### src/rtl/iobus_initiator.sv
// Bus-exercising initiator: writes a counting pattern to NUM_TXN addresses and reads each one back,
// checking the data, with one command outstanding at a time and a per-phase timeout.
module iobus_initiator #(
  parameter int                    DATA_WIDTH     = 32,
  parameter int                    ADDR_WIDTH     = 32,
  parameter int                    NUM_TXN        = 16,
  parameter logic [ADDR_WIDTH-1:0] BASE_ADDR      = '0,
  parameter logic [ADDR_WIDTH-1:0] ADDR_STRIDE    = ADDR_WIDTH'(4),
  parameter logic [DATA_WIDTH-1:0] DATA_SEED      = '0,
  parameter int                    TIMEOUT_CYCLES = 256
) (
  input  logic                  clk,
  input  logic                  reset,
  input  logic                  start,
  output logic                  busy,
  output logic                  done,
  output logic                  pass,
  output logic                  timeout,
  output logic [15:0]           err_count,
  output logic [15:0]           txn_count,
  output logic [2:0]            MCmd,
  output logic [ADDR_WIDTH-1:0] MAddr,
  output logic [DATA_WIDTH-1:0] MData,
  input  logic                  SCmdAccept,
  input  logic [1:0]            SResp,
  input  logic [DATA_WIDTH-1:0] SData
);

  typedef enum logic [2:0] {
    S_IDLE    = 3'd0,
    S_WR_CMD  = 3'd1,
    S_WR_RESP = 3'd2,
    S_RD_CMD  = 3'd3,
    S_RD_RESP = 3'd4,
    S_DONE    = 3'd5
  } state_t;

  localparam logic [2:0] CMD_IDLE = 3'd0;
  localparam logic [2:0] CMD_WR   = 3'd1;
  localparam logic [2:0] CMD_RD   = 3'd2;
  localparam logic [1:0] RESP_DVA = 2'd1;

  state_t                  state, state_nxt;
  logic [15:0]             idx;
  logic [ADDR_WIDTH-1:0]   addr_q;
  logic [DATA_WIDTH-1:0]   data_q;
  logic [31:0]             tcnt;

  logic start_run;
  logic tmo_hit;
  logic rd_done;
  logic err_inc;
  logic tcnt_last;
  logic last_pair;
  logic [16:0] idx_p1;

  assign start_run = ((state == S_IDLE) || (state == S_DONE)) && start;
  assign tcnt_last = (tcnt == 32'(TIMEOUT_CYCLES - 1));
  assign idx_p1    = {1'b0, idx} + 17'd1;
  assign last_pair = (idx_p1 >= 17'(NUM_TXN));

  always_ff @(posedge clk or posedge reset) begin
    if (reset) state <= S_IDLE;
    else       state <= state_nxt;
  end

  always_comb begin
    state_nxt = state;
    tmo_hit   = 1'b0;
    rd_done   = 1'b0;
    case (state)
      S_IDLE, S_DONE: if (start) state_nxt = S_WR_CMD;
      S_WR_CMD: begin
        if (SCmdAccept)     state_nxt = S_WR_RESP;
        else if (tcnt_last) begin state_nxt = S_DONE; tmo_hit = 1'b1; end
      end
      S_WR_RESP: begin
        if (SResp != 2'd0)  state_nxt = S_RD_CMD;
        else if (tcnt_last) begin state_nxt = S_DONE; tmo_hit = 1'b1; end
      end
      S_RD_CMD: begin
        if (SCmdAccept)     state_nxt = S_RD_RESP;
        else if (tcnt_last) begin state_nxt = S_DONE; tmo_hit = 1'b1; end
      end
      S_RD_RESP: begin
        if (SResp != 2'd0) begin
          rd_done   = 1'b1;
          state_nxt = last_pair ? S_DONE : S_WR_CMD;
        end else if (tcnt_last) begin
          state_nxt = S_DONE;
          tmo_hit   = 1'b1;
        end
      end
      default: state_nxt = S_IDLE;
    endcase
  end

  // Responses only matter in the response phases; SResp=2 is treated like ERR.
  always_comb begin
    err_inc = tmo_hit;
    if (state == S_WR_RESP && SResp[1])
      err_inc = 1'b1;
    if (state == S_RD_RESP && (SResp[1] || (SResp == RESP_DVA && SData != data_q)))
      err_inc = 1'b1;
  end

  always_ff @(posedge clk or posedge reset) begin
    if (reset) begin
      idx       <= '0;
      addr_q    <= '0;
      data_q    <= '0;
      err_count <= '0;
      txn_count <= '0;
      timeout   <= 1'b0;
    end else if (start_run) begin
      idx       <= '0;
      addr_q    <= BASE_ADDR;
      data_q    <= DATA_SEED;
      err_count <= '0;
      txn_count <= '0;
      timeout   <= 1'b0;
    end else begin
      if (err_inc && err_count != 16'hFFFF)
        err_count <= err_count + 16'd1;
      if (tmo_hit)
        timeout <= 1'b1;
      if (rd_done) begin
        txn_count <= txn_count + 16'd1;
        idx       <= idx + 16'd1;
        addr_q    <= addr_q + ADDR_STRIDE;
        data_q    <= data_q + DATA_WIDTH'(1);
      end
    end
  end

  // Phase timer restarts on every state change, including re-entry of WR_CMD from DONE.
  always_ff @(posedge clk or posedge reset) begin
    if (reset)                   tcnt <= '0;
    else if (state_nxt != state) tcnt <= '0;
    else if (busy)               tcnt <= tcnt + 32'd1;
  end

  always_comb begin
    MCmd  = CMD_IDLE;
    MAddr = '0;
    MData = '0;
    busy  = 1'b0;
    done  = 1'b0;
    case (state)
      S_WR_CMD: begin
        MCmd  = CMD_WR;
        MAddr = addr_q;
        MData = data_q;
        busy  = 1'b1;
      end
      S_RD_CMD: begin
        MCmd  = CMD_RD;
        MAddr = addr_q;
        busy  = 1'b1;
      end
      S_WR_RESP, S_RD_RESP: busy = 1'b1;
      S_DONE:               done = 1'b1;
      default: ;
    endcase
  end

  assign pass = done && (err_count == 16'd0) && !timeout;

endmodule

### config.mk
export PLATFORM = sky130hd
export DESIGN_NAME = iobus_initiator
export DESIGN_NICKNAME = d
export VERILOG_FILES = /design/src/rtl/iobus_initiator.sv
export SDC_FILE = /design/constraint.sdc
export NUM_CORES = 1
export LEC_CHECK = 0
export ABC_AREA = 1
export CORE_UTILIZATION = 50
export DETAILED_ROUTE_END_ITERATION = 8
export MAX_ROUTING_LAYER = met4
export PLACE_DENSITY = 0.74
export SLEW_MARGIN = 20
export SYNTH_ARGS = -nofsm -noshare
export SYNTH_HDL_FRONTEND = slang
export SYNTH_SLANG_ARGS = --single-unit
### constraint.sdc
create_clock -name clk -period 5.9 [get_ports clk]
set_input_delay 0.59 -clock clk [delete_from_list [all_inputs] [get_ports clk]]
set_output_delay 0.59 -clock clk [all_outputs]
set_load 0.03 [all_outputs]
==> results of run 1 <==
==> power by group through the flow <==
stage	registers (mW)	logic (mW)	clock network [mW]
floorplan	1.11	0.748	0
global placement	1.12	0.926	0
detailed placement	1.12	0.945	0
CTS	1.10	0.950	1.22
global route	1.11	1.03	1.27
finish	1.11	0.947	1.22
==> worst max-delay path by stage <==
stage                  startpoint                      to  slack [ns]  cells past startpoint
3_5_place_dp             SResp[1]    tcnt[31]$_DFFE_PP0P_        2.59                     12
3_3_place_gp             SResp[1]  addr_q[24]$_DFFE_PP0P_        2.69                     12
2_1_floorplan               reset  addr_q[10]$_DFFE_PP0P_        1.39                      1
6_report       state[2]$_DFF_PP0_                    busy        2.21                      7
5_1_grt        state[2]$_DFF_PP0_                    busy        1.97                      7
4_1_cts        state[2]$_DFF_PP0_                    busy        2.18                      7
==> metal layers <==
| layer | vias to the layer above | GRT usage |
|---|---|---|
| met4 | 0 | 0.08524 |
| met2 | 337 | 0.4313 |
| li1 | 4685 | - |
| met3 | 43 | 0.05333 |
| met5 | - | - |
| met1 | 4434 | 0.3733 |
==> critical path: cells and delay by family (launching register included) <==
| kind | cells | cell delay [ns] |
|---|---|---|
| buffers and inverters | 4 | 1.26 |
| DFF | 1 | 0.42 |
| and+or+nand+nor | 3 | 1.00 |
==> cell families (layout without fill, tap and decap cells) <==
| kind of cell | after synthesis | in the layout | synth area share |
|---|---|---|---|
| compound gates | 139 | 139 | 0.08225 |
| xor+xnor | 62 | 62 | 0.05648 |
| fa+ha+maj | 8 | 8 | 0.01041 |
| buf+inv | 224 | 356 | 0.09435 |
| flops | 146 | 146 | 0.3800 |
| mux | 1 | 1 | 0.001041 |
| other cells | 1 | 3 | 0.0003900 |
| simple gates | 792 | 792 | 0.3751 |
==> registers in the layout, summed over array words and instances (netlist names) <==
| name | flops |
|---|---|
| data_q | 32 |
| tcnt | 32 |
| addr_q | 30 |
| err_count | 16 |
| idx | 16 |
| txn_count | 16 |
| state | 3 |
| timeout | 1 |
==> area by class of cell <==
| type | count | area [sq um] |
|---|---|---|
| Sequential cell | 146 | 3654 |
| Inverter | 182 | 688.2 |
| Clock buffer | 22 | 484.2 |
| Multi-Input combinational cell | 1005 | 5061 |
| Tap cell | 234 | 292.8 |
| Clock inverter | 10 | 177.7 |
| Fill cell | 1669 | 7002 |
| Timing Repair Buffer | 142 | 1409 |
==> cells in the final DEF (no fill, tap or decap), types with 4 or more instances in the layout <==
master	instances
dfrtp_1	146
buf_4	5
xor2_1	49
inv_2	7
ha_1	8
clkdlybuf4s50_1	137
xnor2_1	13
nor3_1	72
inv_1	173
nor2_2	35
nand2_2	12
clkbuf_8	4
a21oi_1	45
bufinv_16	5
nand3_1	81
o21ai_1	5
clkinv_2	4
nor3_2	4
nand4_1	56
a31oi_1	7
o31ai_1	10
nor2_1	209
o21ai_0	47
nand2_1	288
nor4_1	19
o22ai_1	10
clkbuf_16	17
==> stage by stage <==
stage | hold slack, ns | power, mW | cell area, sq um
2_1_floorplan | 0.4517 | 1.860 | 9622
3_3_place_gp | 0.4723 | 2.045 | 11100
3_5_place_dp | 0.4764 | 2.065 | 11100
4_1_cts | 0.4949 | 3.276 | 11770
5_1_grt | 0.5544 | 3.416 | 11770
6_report | 0.4870 | 3.267 | 11770
==> results.toml, run 1 <==
[timing]
timing.final.crit_share = 0.6261
finalSetupTns_ns = 0
slew_headroom = 0.4095
finalSetupViolCount = 0
skew_ns = 0.01028
period_needed_ns = 3.694
tightest_slew_ns = 0.8845
slew_violations = 0
hold_viol_final = 0
worst_slack_ns = 2.206
rsz0062_at_grt = "false"
timing.fmax_mhz = 270.7

[synthesis]
ys_ff_latch = 146
yosys_warnings = 0
yosysSeqAreaShare = 0.3800
synth_edf_count = 0
synth.avg_cell_area_sq_um = 7.002
synth_common_cells = "nand2_1 (288), nor2_1 (209), inv_1 (174), dfrtp_1 (146), nand3_1 (81)"
async_flop_share = 1.000
synth_area_sq_um = 9614
synth_top_area_share = 0.3800
synthCells = 1373
synth-main-ff-cell = "dfrtp_1"
synth_top_area_cell = "dfrtp_1"
ys_types = 50
synth_area_leaders = "dfrtp_1 (38%), nand2_1 (11%), nor2_1 (8.2%)"
synth_most_common_cell = "nand2_1"

[setup_path]
critPathMostFrequentCell = "inv_2"
rr_worst_depth = 11
required_ns = 5.31
slowest_delay_ns = 0.72
critPathKind = "reg -> out"
r2r-start = "state[2]$_DFF_PP0_"
r2r_slack_ns = 2.72
r2r_end = "err_count[0]$_DFFE_PP0P_"
path_cells = "inv_2 > nand3_2 > nand2_1 > nor2_1 > buf_4 > inv_2 > clkdlybuf4s50_1"
cp_max_fo = 36
endpoint_kind = "output pin"
crit_arrival_ns = 3.10
crit_path_top_delay_cell = "clkdlybuf4s50_1"
crit_path_start_kind = "register"

[die]
fp.dieW_microns = 140.7
die_area_sq_um = 19790
start_util = 0.5123
core.rowCount = 50
ioPinCount = 141
coreArea_sq_um = 18770
fp.dieH_microns = 140.7

[placed_design]
dp_worst_setup_slack_ns = 2.588
numPortBuffers = 137
globalplace.congestion = 0.9355
dpl.hpwl_microns = 18500
placedCellCount = 1709

[clocking]
ctsHoldBuffers = 0
clock-sinks = 146
cts_setup_buffers = 0
clk_latency_ns = 0.43
cts_tree = "yes"
htreeDepth = 4
cts_resized = 0
cts_buffers = 17
root_buffer = "clkbuf_16"
clk_path_buf_depth = 2
clk_pin_slew_ns = 0.06

[route]
wl_met3_microns = 1643
wire_per_inst_microns = 14.87
drc_errors = 0
wl_met2_microns = 11980
routed_wl_microns = 25880
firstDrtPassIters = 6
wl_met1_microns = 11780
antenna_left = 0
highest-signal-layer = "met4"
viasPerCell = 5.456
vias = 9499
drt_iter0_drc = 756

[power_and_ir_drop]
power_density_nw_per_um2 = 277.7
p_int_mw = 2.058
pwr-share-comb = 0.290
switching_power_mw = 1.209
power_frac_clock = 0.372
p_leak_nw = 5.033
p_seq_frac = 0.338
switching_share = 0.3700
peakVddDrop_v = 0.0002101

[finish]
finalCoreUtilization = 0.6269
area_delta_synth_final_pct = 22.38
antennaDiodeCount = 0
fin_nets = 1540
drive_above_1_share = 0.07299
fin_cells = 1741

[min_path]
hp-start = "addr_q[30]$_DFFE_PP0P_"
hp-class = "reg -> reg"
min_to = "addr_q[30]$_DFFE_PP0P_"
holdPathStages = 2

[global_route]
antenna_found_initial = 0
grt-ovfl-total = 0
grt_max_degree = 90
grt_pass1_vias = 8881
grt_util_all_layers = 0.2796
grt_pass1_wl_microns = 43090

[run_status]
status = "completed"

[run]
max_cap_viol_count = 0
Power figures use the tool's default switching activity.
==> inputs of run 2 (changes only) <==
==> constraint.sdc (replaced) <==
create_clock -name clk -period 3.83 [get_ports clk]
set_input_delay 0.383 -clock clk [delete_from_list [all_inputs] [get_ports clk]]
set_output_delay 0.383 -clock clk [all_outputs]
set_load 0.03 [all_outputs]
==> results.toml, run 2 (same netlist as run 1, synthesis figures left out) <==
[run_status]
status = "completed"

[placed_design]
numPortBuffers = 137
dp_worst_setup_slack_ns = 0.8089
placedCellCount = 1713
globalplace.congestion = 0.9386
dpl.hpwl_microns = 19690
placed_area_sq_um = 11160

[clocking]
clk_latency_ns = 0.43
cts_buffers = 17
htreeDepth = 4
cts_setup_buffers = 0
clk_path_buf_depth = 2
ctsHoldBuffers = 0
root_buffer = "clkbuf_16"
clk_pin_slew_ns = 0.07
cts_tree = "yes"
clock-sinks = 146
cts_resized = 0

[die]
coreArea_sq_um = 18770
start_util = 0.5123
fp.dieW_microns = 140.7
die_area_sq_um = 19790
core.rowCount = 50
fp.dieH_microns = 140.7
ioPinCount = 141

[global_route]
antenna_found_initial = 1
grt_pass1_vias = 9108
grt_util_all_layers = 0.2892
grt-ovfl-total = 0
grt_pass1_wl_microns = 44420
grt_max_degree = 57

[timing]
rsz0062_at_grt = "false"
whs_ns = 0.2949
tightest_slew_ns = 0.8983
slew_headroom = 0.4011
timing.final.crit_share = 0.7777
finalSetupViolCount = 0
hold_viol_final = 0
worst_slack_ns = 0.8515
slew_violations = 0
timing.fmax_mhz = 335.7
skew_ns = 0.01419
period_needed_ns = 2.978
finalSetupTns_ns = 0

[finish]
drive_above_1_share = 0.07611
fin_cells = 1746
final_common_cell = "nand2_1"
final_cell_mix = "nand2_1 (288), nor2_1 (209), inv_1 (173), dfrtp_1 (146), clkdlybuf4s50_1 (137)"
fin_nets = 1545
design_area_sq_um = 11860
area_delta_synth_final_pct = 23.37
reg_top3 = "data_q: 32 flops, tcnt: 32 flops, addr_q: 30 flops"

[setup_path]
crit_path_start_kind = "register"
crit_path_top_delay_cell = "clkdlybuf4s50_1"
critical_path_depth = 6
critPathKind = "reg -> out"
cp_top_family = "buffers and inverters"
slowest_delay_ns = 0.75
endpoint_kind = "output pin"
rr_worst_depth = 12
worst-path-buf-inv = 3
critPathMostFrequentCell = "inv_2"
required_ns = 3.45
crit_arrival_ns = 2.60
cp_max_fo = 32
path_cells = "inv_2 > nand3_1 > nand2_1 > inv_2 > nor2_1 > clkdlybuf4s50_1"

[route]
routed_wl_microns = 26880
antenna_left = 0
viasPerCell = 5.487
firstDrtPassIters = 5
vias = 9580
drc_errors = 0
drt_iter0_drc = 721
wire_per_inst_microns = 15.40

[power_and_ir_drop]
power_density_nw_per_um2 = 435.1
peakVddDrop_v = 0.0004934
p_leak_nw = 5.071

[run]
max_cap_viol_count = 0

[min_path]
hp-class = "in -> async"
[run 2: cell types whose count changed in the layout (fill, tap and decap cells not counted), moves of 2 or more]
cell / delta
buf_12: +3
clkinv_2: -3
clkinv_4: +2
clkbuf_8: -2
buf_4: +2
[run 2: layout make-up]
type,count,area (sq um)
clock inverters,12,227.7
repair buffers,147,1484
diodes,1,2.502
well taps,234,292.8
flip-flops and latches,146,3654
inverters,182,686.9
fillers,1739,6907
clock buffers,19,452.9
multi-input cells,1005,5061
[run 2: final timing paths]
| path | startpoint | to | slack [ns] |
|---|---|---|---|
| hold reg to reg | addr_q[30]$_DFFE_PP0P_ | addr_q[30]$_DFFE_PP0P_ | 0.50 |
| min in group clk | addr_q[30]$_DFFE_PP0P_ | addr_q[30]$_DFFE_PP0P_ | 0.50 |
| setup reg to reg | state[1]$_DFF_PP0_ | addr_q[24]$_DFFE_PP0P_ | 0.94 |
| hold / removal | reset | tcnt[28]$_DFFE_PP0P_ | 0.29 |
| setup / recovery | state[2]$_DFF_PP0_ | MAddr[3] | 0.85 |
| max in group asynchronous | reset | data_q[23]$_DFFE_PP0P_ | 2.91 |
[run 2: through the flow]
stage / utilization / power [mW]
floorplan: - / 2.866
global placement: 0.5945 / 3.222
detailed placement: 0.5945 / 3.235
CTS: 0.6308 / 5.174
global route: 0.6320 / 5.389
finish: 0.6320 / 5.161
[run 2: per-layer routing]
metal | share of wire | GRT usage
met2 | 0.49 | 0.4813
met4 | 0.020 | 0.09783
met1 | 0.44 | 0.3558
met5 | 0 | -
met3 | 0.057 | 0.05061
[run 2: report_power, final]
| part | switching, mW | total [mW] | internal, mW |
|---|---|---|---|
| Sequential | 0.0973 | 1.71 | 1.61 |
| Combinational | 1.14 | 1.51 | 0.370 |
| Clock | 0.687 | 1.95 | 1.26 |
